## config.mk

```make
export PLATFORM = sky130hd
export DESIGN_NAME = sc_fibo_sequencer
export DESIGN_NICKNAME = d
export VERILOG_FILES = /design/src/rtl/sc_fibo_pkg.sv /design/src/rtl/sc_fibo_adder.sv /design/src/rtl/sc_fibo_sequencer.sv
export SDC_FILE = /design/constraint.sdc
export NUM_CORES = 1
export LEC_CHECK = 0
export BUFFER_PORTS_ARGS = -buffer_cell sky130_fd_sc_hd__buf_2
export CAP_MARGIN = 20
export CORE_MARGIN = 3
export CORE_UTILIZATION = 55
export CTS_CLUSTER_SIZE = 14
export DETAILED_ROUTE_END_ITERATION = 7
export GPL_TIMING_DRIVEN = 0
export PLACE_DENSITY = 0.85
export SLEW_MARGIN = 25
export SYNTH_ARGS = -nofsm -noshare
export SYNTH_HDL_FRONTEND = slang
export SYNTH_SLANG_ARGS = --single-unit
```

## constraint.sdc

```tcl
create_clock -name SC_RegGENERAL_CLOCK_50 -period 3.11 [get_ports SC_RegGENERAL_CLOCK_50]
set_clock_uncertainty 0.15 [all_clocks]
set_input_delay 0.311 -clock SC_RegGENERAL_CLOCK_50 [delete_from_list [all_inputs] [get_ports SC_RegGENERAL_CLOCK_50]]
set_output_delay 0.311 -clock SC_RegGENERAL_CLOCK_50 [all_outputs]
set_load 0.005 [all_outputs]
```

## src/rtl/sc_fibo_pkg.sv

```systemverilog
// Shared constants for the Fibonacci sequencer: default data width and FSM state encoding.
package sc_fibo_pkg;

   localparam int FIBO_DATAWIDTH = 8;

   localparam logic [2:0] ST_IDLE  = 3'd0;
   localparam logic [2:0] ST_CLEAR = 3'd1;
   localparam logic [2:0] ST_INIT  = 3'd2;
   localparam logic [2:0] ST_STEP  = 3'd3;
   localparam logic [2:0] ST_DONE  = 3'd4;

endpackage

```

## src/rtl/sc_fibo_adder.sv

```systemverilog
// Width-parameterised unsigned adder exposing the carry out for overflow detection.
module sc_fibo_adder #(
   parameter int WIDTH = 8
) (
   input  logic [WIDTH-1:0] i_a,
   input  logic [WIDTH-1:0] i_b,
   output logic [WIDTH-1:0] o_sum,
   output logic             o_carry
);

   assign {o_carry, o_sum} = {1'b0, i_a} + {1'b0, i_b};

endmodule

```

## src/rtl/sc_fibo_sequencer.sv

```systemverilog
// Drives two external registers through clear/init/step strobes so that A=F(n), B=F(n+1).
//  state | meaning
//  IDLE  | waiting for start_InLow low; latches nterms on accept
//  CLEAR | both clear strobes low
//  INIT  | B <= 1
//  STEP  | A <= B, B <= A+B; stops at nterms steps or on carry
//  DONE  | one-cycle done pulse, back to IDLE
module sc_fibo_sequencer
   import sc_fibo_pkg::*;
#(
   parameter int DATAWIDTH = FIBO_DATAWIDTH
) (
   input  logic                 SC_RegGENERAL_CLOCK_50,
   input  logic                 SC_RegGENERAL_RESET_InHigh,
   input  logic                 start_InLow,
   input  logic [7:0]           nterms_InBUS,
   input  logic [DATAWIDTH-1:0] regA_data_InBUS,
   input  logic [DATAWIDTH-1:0] regB_data_InBUS,
   output logic                 regA_clear_OutLow,
   output logic                 regA_load_OutLow,
   output logic                 regB_clear_OutLow,
   output logic                 regB_load_OutLow,
   output logic [DATAWIDTH-1:0] regA_data_OutBUS,
   output logic [DATAWIDTH-1:0] regB_data_OutBUS,
   output logic                 busy_OutHigh,
   output logic                 done_OutHigh,
   output logic                 overflow_OutHigh
);

   logic [2:0]           r_state;
   logic [2:0]           w_state_next;
   logic [7:0]           r_nterms;
   logic [7:0]           r_count;
   logic [7:0]           w_count_inc;
   logic                 r_overflow;
   logic [DATAWIDTH-1:0] w_sum;
   logic                 w_carry;

   sc_fibo_adder #(.WIDTH(DATAWIDTH)) u_adder (
      .i_a     (regA_data_InBUS),
      .i_b     (regB_data_InBUS),
      .o_sum   (w_sum),
      .o_carry (w_carry)
   );

   assign w_count_inc = r_count + 8'd1;

   always_comb begin
      w_state_next = r_state;
      case (r_state)
         ST_IDLE:  if (!start_InLow) w_state_next = ST_CLEAR;
         ST_CLEAR: w_state_next = ST_INIT;
         ST_INIT:  w_state_next = (r_nterms == 8'd0) ? ST_DONE : ST_STEP;
         ST_STEP:  if (w_carry || (w_count_inc == r_nterms)) w_state_next = ST_DONE;
         ST_DONE:  w_state_next = ST_IDLE;
         default:  w_state_next = ST_IDLE;
      endcase
   end

   always_ff @(posedge SC_RegGENERAL_CLOCK_50, posedge SC_RegGENERAL_RESET_InHigh) begin
      if (SC_RegGENERAL_RESET_InHigh) begin
         r_state    <= ST_IDLE;
         r_nterms   <= 8'd0;
         r_count    <= 8'd0;
         r_overflow <= 1'b0;
      end else begin
         r_state <= w_state_next;
         if ((r_state == ST_IDLE) && !start_InLow) begin
            r_nterms   <= nterms_InBUS;
            r_count    <= 8'd0;
            r_overflow <= 1'b0;
         end else if (r_state == ST_STEP) begin
            if (w_carry)
               r_overflow <= 1'b1;
            else
               r_count <= w_count_inc;
         end
      end
   end

   // Strobes and load data are decoded straight from state so loads land on the same edge.
   always_comb begin
      regA_clear_OutLow = 1'b1;
      regB_clear_OutLow = 1'b1;
      regA_load_OutLow  = 1'b1;
      regB_load_OutLow  = 1'b1;
      regA_data_OutBUS  = '0;
      regB_data_OutBUS  = '0;
      case (r_state)
         ST_CLEAR: begin
            regA_clear_OutLow = 1'b0;
            regB_clear_OutLow = 1'b0;
         end
         ST_INIT: begin
            regB_load_OutLow = 1'b0;
            regB_data_OutBUS = DATAWIDTH'(1);
         end
         ST_STEP: begin
            regA_data_OutBUS = regB_data_InBUS;
            regB_data_OutBUS = w_sum;
            if (!w_carry) begin
               regA_load_OutLow = 1'b0;
               regB_load_OutLow = 1'b0;
            end
         end
         default: ;
      endcase
   end

   assign busy_OutHigh     = (r_state == ST_CLEAR) || (r_state == ST_INIT) || (r_state == ST_STEP);
   assign done_OutHigh     = (r_state == ST_DONE);
   assign overflow_OutHigh = r_overflow;

endmodule

```

# Word level (Yosys, flattened, before mapping)
# Cells that the tools add are included.
word_totals:
  input_bits: 27
  mem_bits_ro: 0
  ff_bits: 20
  mem_bits_rw: 0
  word_cells: 42
  output_inout_bits: 23
  latchBits: 0
  mem_count: 0
op_classes:
  n_reduce_logical: 12
  n_bitwise: 0
  n_eq_ne: 8
  n_mux: 16
  shifts: 0
  multipliers: 0
  div: 0
  n_lt_le_gt_ge: 0
  n_addsub: 2
op_table:
  columns: ["cell", "count"]
  rows:
  - ["8-bit 2-to-1 mux", 4]
  - ["8-bit one-hot mux with 2 select lines", 1]
  - ["3-bit one-hot mux with 4 select lines", 1]
  - ["8-bit by 8-bit adder with 9-bit output", 1]
  - ["3-bit 2-to-1 mux", 3]
  - ["8-bit by 1-bit adder with 8-bit output, second input constant", 1]
  - ["8-bit == test", 1]
  - ["8-bit logical NOT", 1]
  - ["3-bit by 2-bit == test with 1-bit output, second input constant", 2]
  - ["1-bit 2-to-1 mux", 6]
  - ["2-bit AND reduction", 3]
  - ["2-bit != test, second input constant", 2]
  - ["2-bit nonzero test", 2]
  - ["3-bit by 1-bit == test with 1-bit output, second input constant", 1]
  - ["3-bit == test, second input constant", 1]
  - ["3-bit logical NOT", 1]
  - ["1-bit logical OR", 3]
  - ["2-bit by 1-bit != test with 1-bit output, second input constant", 1]
  - ["1-bit one-hot mux with 2 select lines", 1]
  - ["1-bit logical AND", 1]
  - ["1-bit logical NOT", 1]

# Logic depth before layout (Yosys ltp)
# Gate-level depths: netlist of run 1.
depth:
  word_depth: 5
  ltp_mapped: 10
  depth_no_buf: 9

# Hierarchy
# From an unflattened synthesis of run 1, not the netlist that was laid out.
unflattened:
  hier_cells: 197
  hier_area_um2: 1730.4
by_module_without_submodules:
  columns: ["module", "n_inst", "area_per_inst_um2", "cells_per_inst", "seq_area_each_um2"]
  rows:
  - ["sc_fibo_sequencer", 1, 1406.3, 155, 500.5]
  - ["sc_fibo_adder", 1, 324.1, 42, 0.0]

# Worst setup path after synthesis of run 1
# OpenSTA, ideal clock, no wires.
synth_timing:
  path_kind: "input to register"
  from: "input regA_data_InBUS[0]"
  to: "register r_count[3]"
  path_buffers: 1
  cell_stages: 10
  t_arrival_ps: 2084
  t_required_ps: 2836
  path_slack_ps: 752
  setup_time_ps: 124
  path_cell_list: "ha_1 > inv_1 > fa_1 > nor2b_1 > o21a_1 > o21ai_0 > a21oi_2 > buf_2 > nor2_1 > a211o_1"
synth_via:
  elab_chain_len: 3
synth_rtl:
  columns: ["element", "line", "rtl"]
  rows:
  - ["start, declared", "sc_fibo_sequencer.sv:17", "input logic [DATAWIDTH-1:0] regA_data_InBUS,"]
  - ["8-bit by 8-bit adder with 9-bit output", "sc_fibo_adder.sv:11", "assign {o_carry, o_sum} = {1'b0, i_a} + {1'b0, i_b};"]
  - ["2-bit by 1-bit != test with 1-bit output (no line)", null, null]
  - ["2-bit AND reduction (no line)", null, null]
  - ["end signal, assigned", "sc_fibo_sequencer.sv:76", "r_count <= w_count_inc;"]
  - ["end, declared", "sc_fibo_sequencer.sv:33", "logic [7:0] r_count;"]
# No other way between the ends.
# A chain may end at the register's enable or synchronous reset.

# Worst setup path after layout of run 1
layout_timing:
  from: "input regB_data_InBUS[0]"
  to: "output regA_load_OutLow"
layout_via:
  elab_chain_len: 3
layout_rtl:
  columns: ["element", "line", "rtl"]
  rows:
  - ["start, declared", "sc_fibo_sequencer.sv:18", "input logic [DATAWIDTH-1:0] regB_data_InBUS,"]
  - ["8-bit by 8-bit adder with 9-bit output", "sc_fibo_adder.sv:11", null]
  - ["1-bit 2-to-1 mux", "sc_fibo_sequencer.sv:101", "if (!w_carry) begin"]
  - ["1-bit 2-to-1 mux", "sc_fibo_sequencer.sv:89", "case (r_state)"]
  - ["end, declared", "sc_fibo_sequencer.sv:20", "output logic regA_load_OutLow,"]
# No other way between the ends.

==> flow_metrics.tcl, run 1 <==
set metrics [dict create \
    outcome "finished clean" \
    rsz0062_at_grt "false" \
    netlist_area_um2 1570 \
    design.die.area_um2 3520 \
    max_freq_mhz 362 \
    worstPathArrival_ns 2.30 \
    insertion_delay_ns 0.31 \
    cp_slowest_cell "fa_1" \
    grtUsageTotal_pct 23.8 \
    worstSetupStartpointType "input port" \
    cts_root_buffer "clkbuf_4" \
    first_global_vias 1531 \
    timing.hold.ws_ns 0.0297 \
    hold_viol_final 0 \
    crit_top_cell "buf_2" \
    cts_setup_buffers 0 \
    die_h_um 59.3 \
    final-setup-viol-count 0 \
    drt_iter0_markers 56 \
    crit_path_max_fanout 10 \
    synth_area_leaders "dfrtp_1, ha_1, xnor2_1" \
    met3_usage_pct 5.66 \
    nets 267 \
    clockBufferDepth 2 \
    initial_utilization_pct 60.4 \
    synth-simple-area-share_pct 23.7 \
    final_cell_mix "buf_2, dfrtp_1, nor2_1" \
    worstMarginPinSlew_ns 0.768 \
    ys_ff_latch 20 \
    syn_nets 212 \
    fin_crit_ns 2.76 \
    ctsResizeCount 0 \
    pwr-share-seq_pct 32.0 \
    slew_viol_final 0 \
    hold_class "input port to register" \
    internal_power_mw 0.894 \
    comb_power_share_pct 53.7 \
    crit_required_ns 2.65 \
    vdd_drop_max_uv 718 \
    wire_per_inst_um 15.0 \
    clock_sinks 20 \
    cp_top_family "compound AO/OA/AOI/OAI gates" \
    seq_area_frac_synth_pct 32.0 \
    diodes 0 \
    synth_top_family_by_area "simple AND/OR/NAND/NOR gates" \
    areaGrowthSynthToFinish_pct 22.1 \
    drive_gt1_share_pct 31.4 \
    fin_tns_setup_ns 0 \
    p_per_area_nw_per_um2 782 \
    gp_congestion 0.947 \
    hpwlAfterDp_um 3110 \
    synth-compound-area-share_pct 16.5 \
    vias 1509 \
    ctsHoldBuffers 1 \
    async_reset_ff_share_pct 100 \
    synthCells 175 \
    dp_slack_ns 0.342 \
    layout_commonest_cell "buf_2" \
    p_sw_mw 0.601 \
    detail_route.first_pass.iterations 4 \
    crit_type "input port to output port" \
    synthFlopType "dfrtp_1" \
    grt_overflow 0 \
    stdcell_area_um2 1910 \
    ant_nets 0 \
    ys_warn_count 0 \
    cts_buffers 3 \
    synth_fa_ha_area_share_pct 8.47 \
    ctsHtreeMaxLevel 1 \
    die_w_um 59.3 \
    crit_chain "buf_2 > ha_1 > inv_1 > fa_1 > nor2b_1 > o21a_1 > o21ai_0 > a21oi_2 > buf_2 > buf_2" \
    finalWirelength_um 3890 \
    pin_count 50 \
    tritoncts "yes" \
    max_slew_margin_pct 48.3 \
    drc 0 \
    cpPeakStageDelay_ns 0.38 \
    yosys.area.top_type "dfrtp_1" \
    grt.busiest_layer "met2" \
    synth_top_area_share_pct 32.0 \
    synth_xor_xnor_area_share_pct 7.83 \
    fin_crit_sh_pct 88.7 \
    synth_area_per_cell_um2 8.94 \
    synth_edf_count 0 \
    leakage_nw 0.993 \
    coreArea_um2 2590 \
    cp-end-kind "output port" \
    worst-path-buf-inv 4 \
    fillers 185 \
    synth_mux_area_share_pct 5.68 \
    worst_slack_ns 0.350 \
    port_buffers 49 \
    antenna_found_initial 0 \
    ys_types 44 \
    maxCapViolCount 0 \
    placedInstanceArea_um2 1850 \
    p_clk_share_pct 14.3 \
    switching_share_pct 40.2 \
    via_per_inst 5.83 \
    grt_util_met1_pct 31.0 \
    clk_pin_slew_worst_paths_ns 0.12 \
    grt.met2_usage_pct 39.5 \
    rows 18 \
    grt_max_degree 21 \
    grt_pass1_wl_um 6510 \
]
cells in the mapped netlist, types with 5 or more instances:
cell	number
dfrtp_1	20
nor2_1	16
nor3_1	11
xnor2_1	10
ha_1	9
inv_1	9
and3_1	8
nand2_1	8
o21ai_0	8
mux2_2	7
a211o_1	5
o21a_1	5
power groups by stage:
stage | clock network [mW] | logic [mW] | registers [mW]
final | 0.214 | 0.803 | 0.478
after global routing | 0.229 | 0.882 | 0.497
after CTS | 0.219 | 0.802 | 0.475
after detailed placement | 0 | 0.797 | 0.481
after global placement | 0 | 0.762 | 0.473
after floorplan | 0 | 0.575 | 0.450
metal layers:
metal | vias to the layer above | routed length (µm)
met2 | 46 | 1950
met4 | 0 | 24
met5 | - | 0
met1 | 732 | 1700
li1 | 729 | -
met3 | 2 | 212
sequential cells by signal, indices dropped and copies added (netlist names):
signal / cells
overflow_OutHigh: 1
r_count: 8
r_nterms: 8
r_state: 3
final timing paths:
kind / to / slack, ns / from / cells after the start
hold reg to reg: r_count[7] / 0.41 / r_count[7] / 1
min in group asynchronous: r_nterms[0] / 0.53 / SC_RegGENERAL_RESET_InHigh / 3
max in group asynchronous: r_count[5] / 1.82 / SC_RegGENERAL_RESET_InHigh / 3
setup reg to reg: r_state[2] / 0.81 / r_count[0] / 7
hold / removal: r_state[0] / 0.03 / start_InLow / 2
setup / recovery: regA_load_OutLow / 0.35 / regB_data_InBUS[0] / 10
stage by stage:
step | power (mW) | std cells | utilization (%)
floorplan | 1.02 | 175 | -
global placement | 1.23 | 254 | 71.4
detailed placement | 1.28 | 254 | 71.4
CTS | 1.50 | 259 | 73.8
global route | 1.61 | 259 | 73.8
finish | 1.49 | 259 | 73.8
final cells by class:
| cell class | instances | area [µm²] | area share, % |
|---|---|---|---|
| Clock buffer | 3 | 22.5 | 1.18 |
| Sequential cell | 20 | 500 | 26.2 |
| Buffer | 9 | 56.3 | 2.95 |
| Tap cell | 30 | 37.5 | 1.96 |
| Inverter | 9 | 33.8 | 1.77 |
| Timing Repair Buffer | 50 | 255 | 13.4 |
| Clock inverter | 1 | 30.0 | 1.57 |
| Multi-Input combinational cell | 137 | 975 | 51.0 |
cells by family after synthesis:
kind of cell    count (synthesis)
compound gates                 36
xor+xnor                       14
fa+ha+maj                      10
buf+inv                        18
flops                          20
mux                             8
simple gates                   69
(Power assumes the default switching activity.)
==> inputs of run 2 (changes only) <==
--- a/config.mk
+++ b/config.mk
@@ -12,7 +12,7 @@
 export CTS_CLUSTER_SIZE = 14
 export DETAILED_ROUTE_END_ITERATION = 7
 export GPL_TIMING_DRIVEN = 0
-export PLACE_DENSITY = 0.85
+export PLACE_DENSITY = 0.88
 export SLEW_MARGIN = 25
 export SYNTH_ARGS = -nofsm -noshare
 export SYNTH_HDL_FRONTEND = slang
==> run 2 against run 1 <==
Worst hold slack gained 0.014 ns. Combinational power shrank 1%. Non-clock buffer count is the same. Flip-flop and latch count unchanged. Via count is 2.0% lower. Routed wire length fell by 7.6%. Maximum frequency is 0.99% higher. Utilization is the same. First-iteration DRC count is 23% lower. Sequential share of layout area did not move. Die area did not move. Largest power group unchanged. Highest routed layer is now met3.
==> flow_metrics.tcl, run 2 (synthesis results as in run 1) <==
set metrics [dict create \
    outcome "finished clean" \
    cts_buffers 3 \
    cpPeakStageDelay_ns 0.38 \
    hold_viol_final 0 \
    initial_utilization_pct 60.4 \
    drc 0 \
    cp_top_family "compound AO/OA/AOI/OAI gates" \
    max_freq_mhz 366 \
    cp_slowest_cell "fa_1" \
    crit_required_ns 2.65 \
    ctsResizeCount 0 \
    leakage_nw 0.993 \
    die_w_um 59.3 \
    ctsHtreeMaxLevel 1 \
    rsz0062_at_grt "false" \
    cts_setup_buffers 0 \
    grt.busiest_layer "met2" \
    fin_tns_setup_ns 0 \
    worst-path-buf-inv 4 \
    design.die.area_um2 3520 \
    pin_count 50 \
    worstMarginPinSlew_ns 0.732 \
    port_buffers 49 \
    worstReg2RegStart "r_count[0]" \
    fillers 196 \
    p_per_area_nw_per_um2 779 \
    grt_overflow 0 \
    crit_type "input port to output port" \
    p_sw_mw 0.595 \
    dpl.cell_count 254 \
    final_cells 259 \
    vias 1479 \
    clk_pin_slew_worst_paths_ns 0.12 \
    rows 18 \
    p_clk_share_pct 14.5 \
    layout_commonest_cell "buf_2" \
    postLayoutCoreUtil_pct 73.8 \
    finalWirelength_um 3590 \
    insertion_delay_ns 0.30 \
    worst_slack_ns 0.377 \
    worstSetupStartpointType "input port" \
    reg2reg_depth 7 \
    detail_route.first_pass.iterations 4 \
    grt_util_met1_pct 26.4 \
    crit_chain "buf_2 > ha_1 > inv_1 > fa_1 > nor2b_1 > o21a_1 > o21ai_0 > a21oi_2 > buf_2 > buf_2" \
    die_h_um 59.3 \
    rrSetupSlack_ns 0.87 \
    timing.rr.end "r_state[1]" \
    cp-end-kind "output port" \
    maxCapViolCount 0 \
    areaGrowthSynthToFinish_pct 22.1 \
    diodes 0 \
    pwr-share-seq_pct 32.2 \
    comb_power_share_pct 53.3 \
    crit_top_cell "buf_2" \
    final_cell_mix "buf_2, dfrtp_1, nor2_1" \
    ctsHoldBuffers 1 \
    hpwlAfterDp_um 2840 \
    gp_congestion 0.869 \
    nets 267 \
    hp-start "start_InLow" \
    max_slew_margin_pct 50.7 \
    tritoncts "yes" \
    grtUsageTotal_pct 21.1 \
    cts_root_buffer "clkbuf_4" \
    antenna_found_initial 0 \
    startpoint "regB_data_InBUS[0]" \
    slew_viol_final 0 \
    wire_per_inst_um 13.9 \
    fin_crit_ns 2.73 \
    final-setup-viol-count 0 \
    grt.met2_usage_pct 38.2 \
    ant_nets 0 \
    path_depth 10 \
    top_regs "r_count (8), r_nterms (8), r_state (3)" \
    crit_end "regA_load_OutLow" \
    met3_usage_pct 4.36 \
    clock_sinks 20 \
    drt_iter0_markers 43 \
    via_per_inst 5.71 \
    clockBufferDepth 2 \
    worstPathArrival_ns 2.27 \
    grt_max_degree 21 \
    grt_pass1_wl_um 5800 \
    first_global_vias 1385 \
    crit_path_max_fanout 10 \
    fin_crit_sh_pct 87.9 \
    hold_class "input port to register" \
    coreArea_um2 2590 \
    drive_gt1_share_pct 31.4 \
    switching_share_pct 40.0 \
    dp_slack_ns 0.383 \
    internal_power_mw 0.894 \
    vdd_drop_max_uv 571 \
]
-- run 2: worst register-to-register path, cell delays in order (launching register included) --
cell      delay (ns)
dfrtp_1         0.47
ha_1            0.32
nand3_1         0.17
or2_2           0.36
xnor2_1         0.14
nor4_1          0.23
a21oi_2         0.12
o21bai_1        0.17
-- run 2: through the flow --
| stage | total power, mW | cell area (µm²) | hold WS (ns) |
|---|---|---|---|
| after floorplan | 1.02 | 1570 | 0.125 |
| after global placement | 1.25 | 1850 | 0.328 |
| after detailed placement | 1.27 | 1850 | 0.336 |
| after CTS | 1.49 | 1910 | 0.0303 |
| after global routing | 1.60 | 1910 | 0.0288 |
| final | 1.49 | 1910 | 0.0433 |
-- run 2: final cells by class --
type	instances	area (µm²)	area share, %
Inverter	9	33.8	1.77
Timing Repair Buffer	50	255	13.4
Sequential cell	20	500	26.2
Clock buffer	3	22.5	1.18
Buffer	9	56.3	2.95
Multi-Input combinational cell	137	975	51.0
Clock inverter	1	30.0	1.57
Tap cell	30	37.5	1.96
-- run 2: how the worst min path moves through the flow --
| stage | end | slack (ns) | cells after the start |
|---|---|---|---|
| 6_report | r_state[0] | 0.04 | 2 |
| 5_1_grt | r_state[0] | 0.03 | 2 |
| 4_1_cts | r_state[0] | 0.03 | 2 |
| 3_5_place_dp | r_state[1] | 0.34 | 2 |
| 3_3_place_gp | r_state[1] | 0.33 | 2 |
| 2_1_floorplan | overflow_OutHigh | 0.12 | 1 |
-- run 2: metal layers --
layer	part of all wire, %	wire length (µm)
met4	0	0
met3	4.6	165
met2	49	1780
met1	46	1650
met5	0	0
-- run 2: power groups by stage --
stage | sequential [mW] | combinational (mW) | clock [mW]
after floorplan | 0.450 | 0.575 | 0
after global placement | 0.477 | 0.770 | 0
after global routing | 0.494 | 0.876 | 0.229
final | 0.480 | 0.794 | 0.215
after CTS | 0.476 | 0.798 | 0.219
after detailed placement | 0.483 | 0.791 | 0
==> inputs of run 3 (changes only) <==
--- a/config.mk
+++ b/config.mk
@@ -5,7 +5,7 @@
 export SDC_FILE = /design/constraint.sdc
 export NUM_CORES = 1
 export LEC_CHECK = 0
-export BUFFER_PORTS_ARGS = -buffer_cell sky130_fd_sc_hd__buf_2
+export BUFFER_PORTS_ARGS = -buffer_cell sky130_fd_sc_hd__buf_4
 export CAP_MARGIN = 20
 export CORE_MARGIN = 3
 export CORE_UTILIZATION = 55
==> run 3 against run 2 <==
Die area unchanged. Largest power group unchanged. Critical endpoint unchanged. Total power increased by 1.1%. Combinational power increased by 9.9%. Via count increased by 1.7%. Final cell count unchanged. Flip-flop and latch count unchanged. Clock power decreased by 29%. Critical path depth unchanged.
==> flow_metrics.tcl, run 3 (synthesis results as in run 1) <==
set metrics [dict create \
    crit_path_max_fanout 10 \
    hold_viol_final 0 \
    hpwlAfterDp_um 3020 \
    coreArea_um2 2590 \
    final_cell_mix "buf_4, dfrtp_1, nor2_1" \
    p_per_area_nw_per_um2 747 \
    ant_nets 0 \
    fin_crit_sh_pct 87.9 \
    grt_pass1_wl_um 6200 \
    pin_count 50 \
    regArea_um2 500 \
    crit_type "input port to output port" \
    detail_route.first_pass.iterations 4 \
    cp-end-kind "output port" \
    layout_commonest_cell "buf_4" \
    rsz0062_at_grt "false" \
    clockBufferDepth 2 \
    max_slew_margin_pct 50.8 \
    ctsHtreeMaxLevel 1 \
    max_freq_mhz 366 \
    vias 1504 \
    crit_required_ns 2.65 \
    vdd_drop_max_uv 690 \
    drt_iter0_markers 62 \
    gp_congestion 0.933 \
    areaGrowthSynthToFinish_pct 28.9 \
    die_w_um 59.3 \
    first_global_vias 1453 \
    hold_class "input port to register" \
    insertion_delay_ns 0.30 \
    worstPathArrival_ns 2.27 \
    diodes 0 \
    tritoncts "yes" \
    fin_tns_setup_ns 0 \
    maxCapViolCount 0 \
    outcome "finished clean" \
    ctsResizeCount 0 \
    routed-wl-met2_um 1940 \
    leakage_nw 1.02 \
    via_per_inst 5.81 \
    antenna_found_initial 0 \
    final_cells 259 \
    wl_met1_um 1550 \
    drc 0 \
    clk_pin_slew_worst_paths_ns 0.11 \
    design.die.area_um2 3520 \
    rows 18 \
    worstSetupStartpointType "input port" \
    nets 267 \
    cts_buffers 3 \
    drive_gt1_share_pct 31.4 \
    fillers 191 \
    top_layer "met4" \
    final-setup-viol-count 0 \
    finalWirelength_um 3850 \
    grt_overflow 0 \
    cts_setup_buffers 0 \
    fin_crit_ns 2.73 \
    wl_met3_um 288 \
    initial_utilization_pct 60.4 \
    multi_input_area_um2 975 \
    cts_root_buffer "clkbuf_4" \
    dp_slack_ns 0.374 \
    die_h_um 59.3 \
    clock_sinks 20 \
    dpl.cell_count 254 \
    worstMarginPinSlew_ns 0.731 \
    port_buffers 49 \
    wire_per_inst_um 14.8 \
    slew_viol_final 0 \
    top_regs "r_count (8), r_nterms (8), r_state (3)" \
    grtUsageTotal_pct 23.2 \
    worst_slack_ns 0.376 \
    grt_max_degree 21 \
]
-- run 3: cell count changes in the layout (fill, tap and decap cells not counted), sizes merged --
cell and change:
bufinv -1, clkbuf +1
-- run 3: worst max-delay path, stage by stage --
cell,delay [ns]
buf_4,0.08
ha_1,0.16
inv_1,0.06
fa_1,0.38
nor2b_1,0.17
o21a_1,0.17
o21ai_0,0.13
a21oi_2,0.36
buf_2,0.30
buf_4,0.15
-- run 3: report_power, final --
part	switching, mW	leakage, nW	total (mW)	internal (mW)
Clock	0.0820	0.0210	0.153	0.0714
Sequential	0.118	0.253	0.479	0.361
Combinational	0.409	0.744	0.873	0.464
Total	0.609	1.02	1.51	0.897
-- run 3: path summary, 6_finish.rpt --
path	depth (start not counted)	start	to	slack, ns
worst max-delay path	10	regB_data_InBUS[0]	regA_load_OutLow	0.38
worst min-delay path	2	start_InLow	r_state[0]	0.03
worst max register to register	7	r_count[0]	r_state[1]	0.85
worst min register to register	1	r_count[7]	r_count[7]	0.41
max in group asynchronous	3	SC_RegGENERAL_RESET_InHigh	r_count[6]	1.81
min in group asynchronous	3	SC_RegGENERAL_RESET_InHigh	r_nterms[3]	0.53
-- run 3: routing by layer --
layer	GRT usage [%]	up-vias
li1	-	735
met1	29.4	698
met2	40.7	63
met3	2.83	8
met4	7.12	0
met5	0	-
-- run 3: per-stage QoR --
stage               hold slack (ns)  cell area, µm²  power (mW)  utilization, %
CTS                          0.0338            2020        1.50            77.9
global placement              0.323            1970        1.31            76.1
detailed placement            0.335            1970        1.35            76.1
global route                 0.0261            2020        1.62            77.9
finish                       0.0331            2020        1.51            77.9
floorplan                     0.125            1570        1.02               -
-- run 3: cell type report --
class / count / share of cell area (%)
Inverter: 9 / 1.67
Sequential cell: 20 / 24.8
Timing Repair Buffer: 50 / 18.7
Tap cell: 30 / 1.86
Multi-Input combinational cell: 137 / 48.3
Clock buffer: 4 / 1.80
Buffer: 9 / 2.79
-- run 3: repair_timing --
action                     4_1_cts  5_1_grt
hold endpoints to repair        11        0
setup endpoints to repair        0        0
hold buffers                     1        0
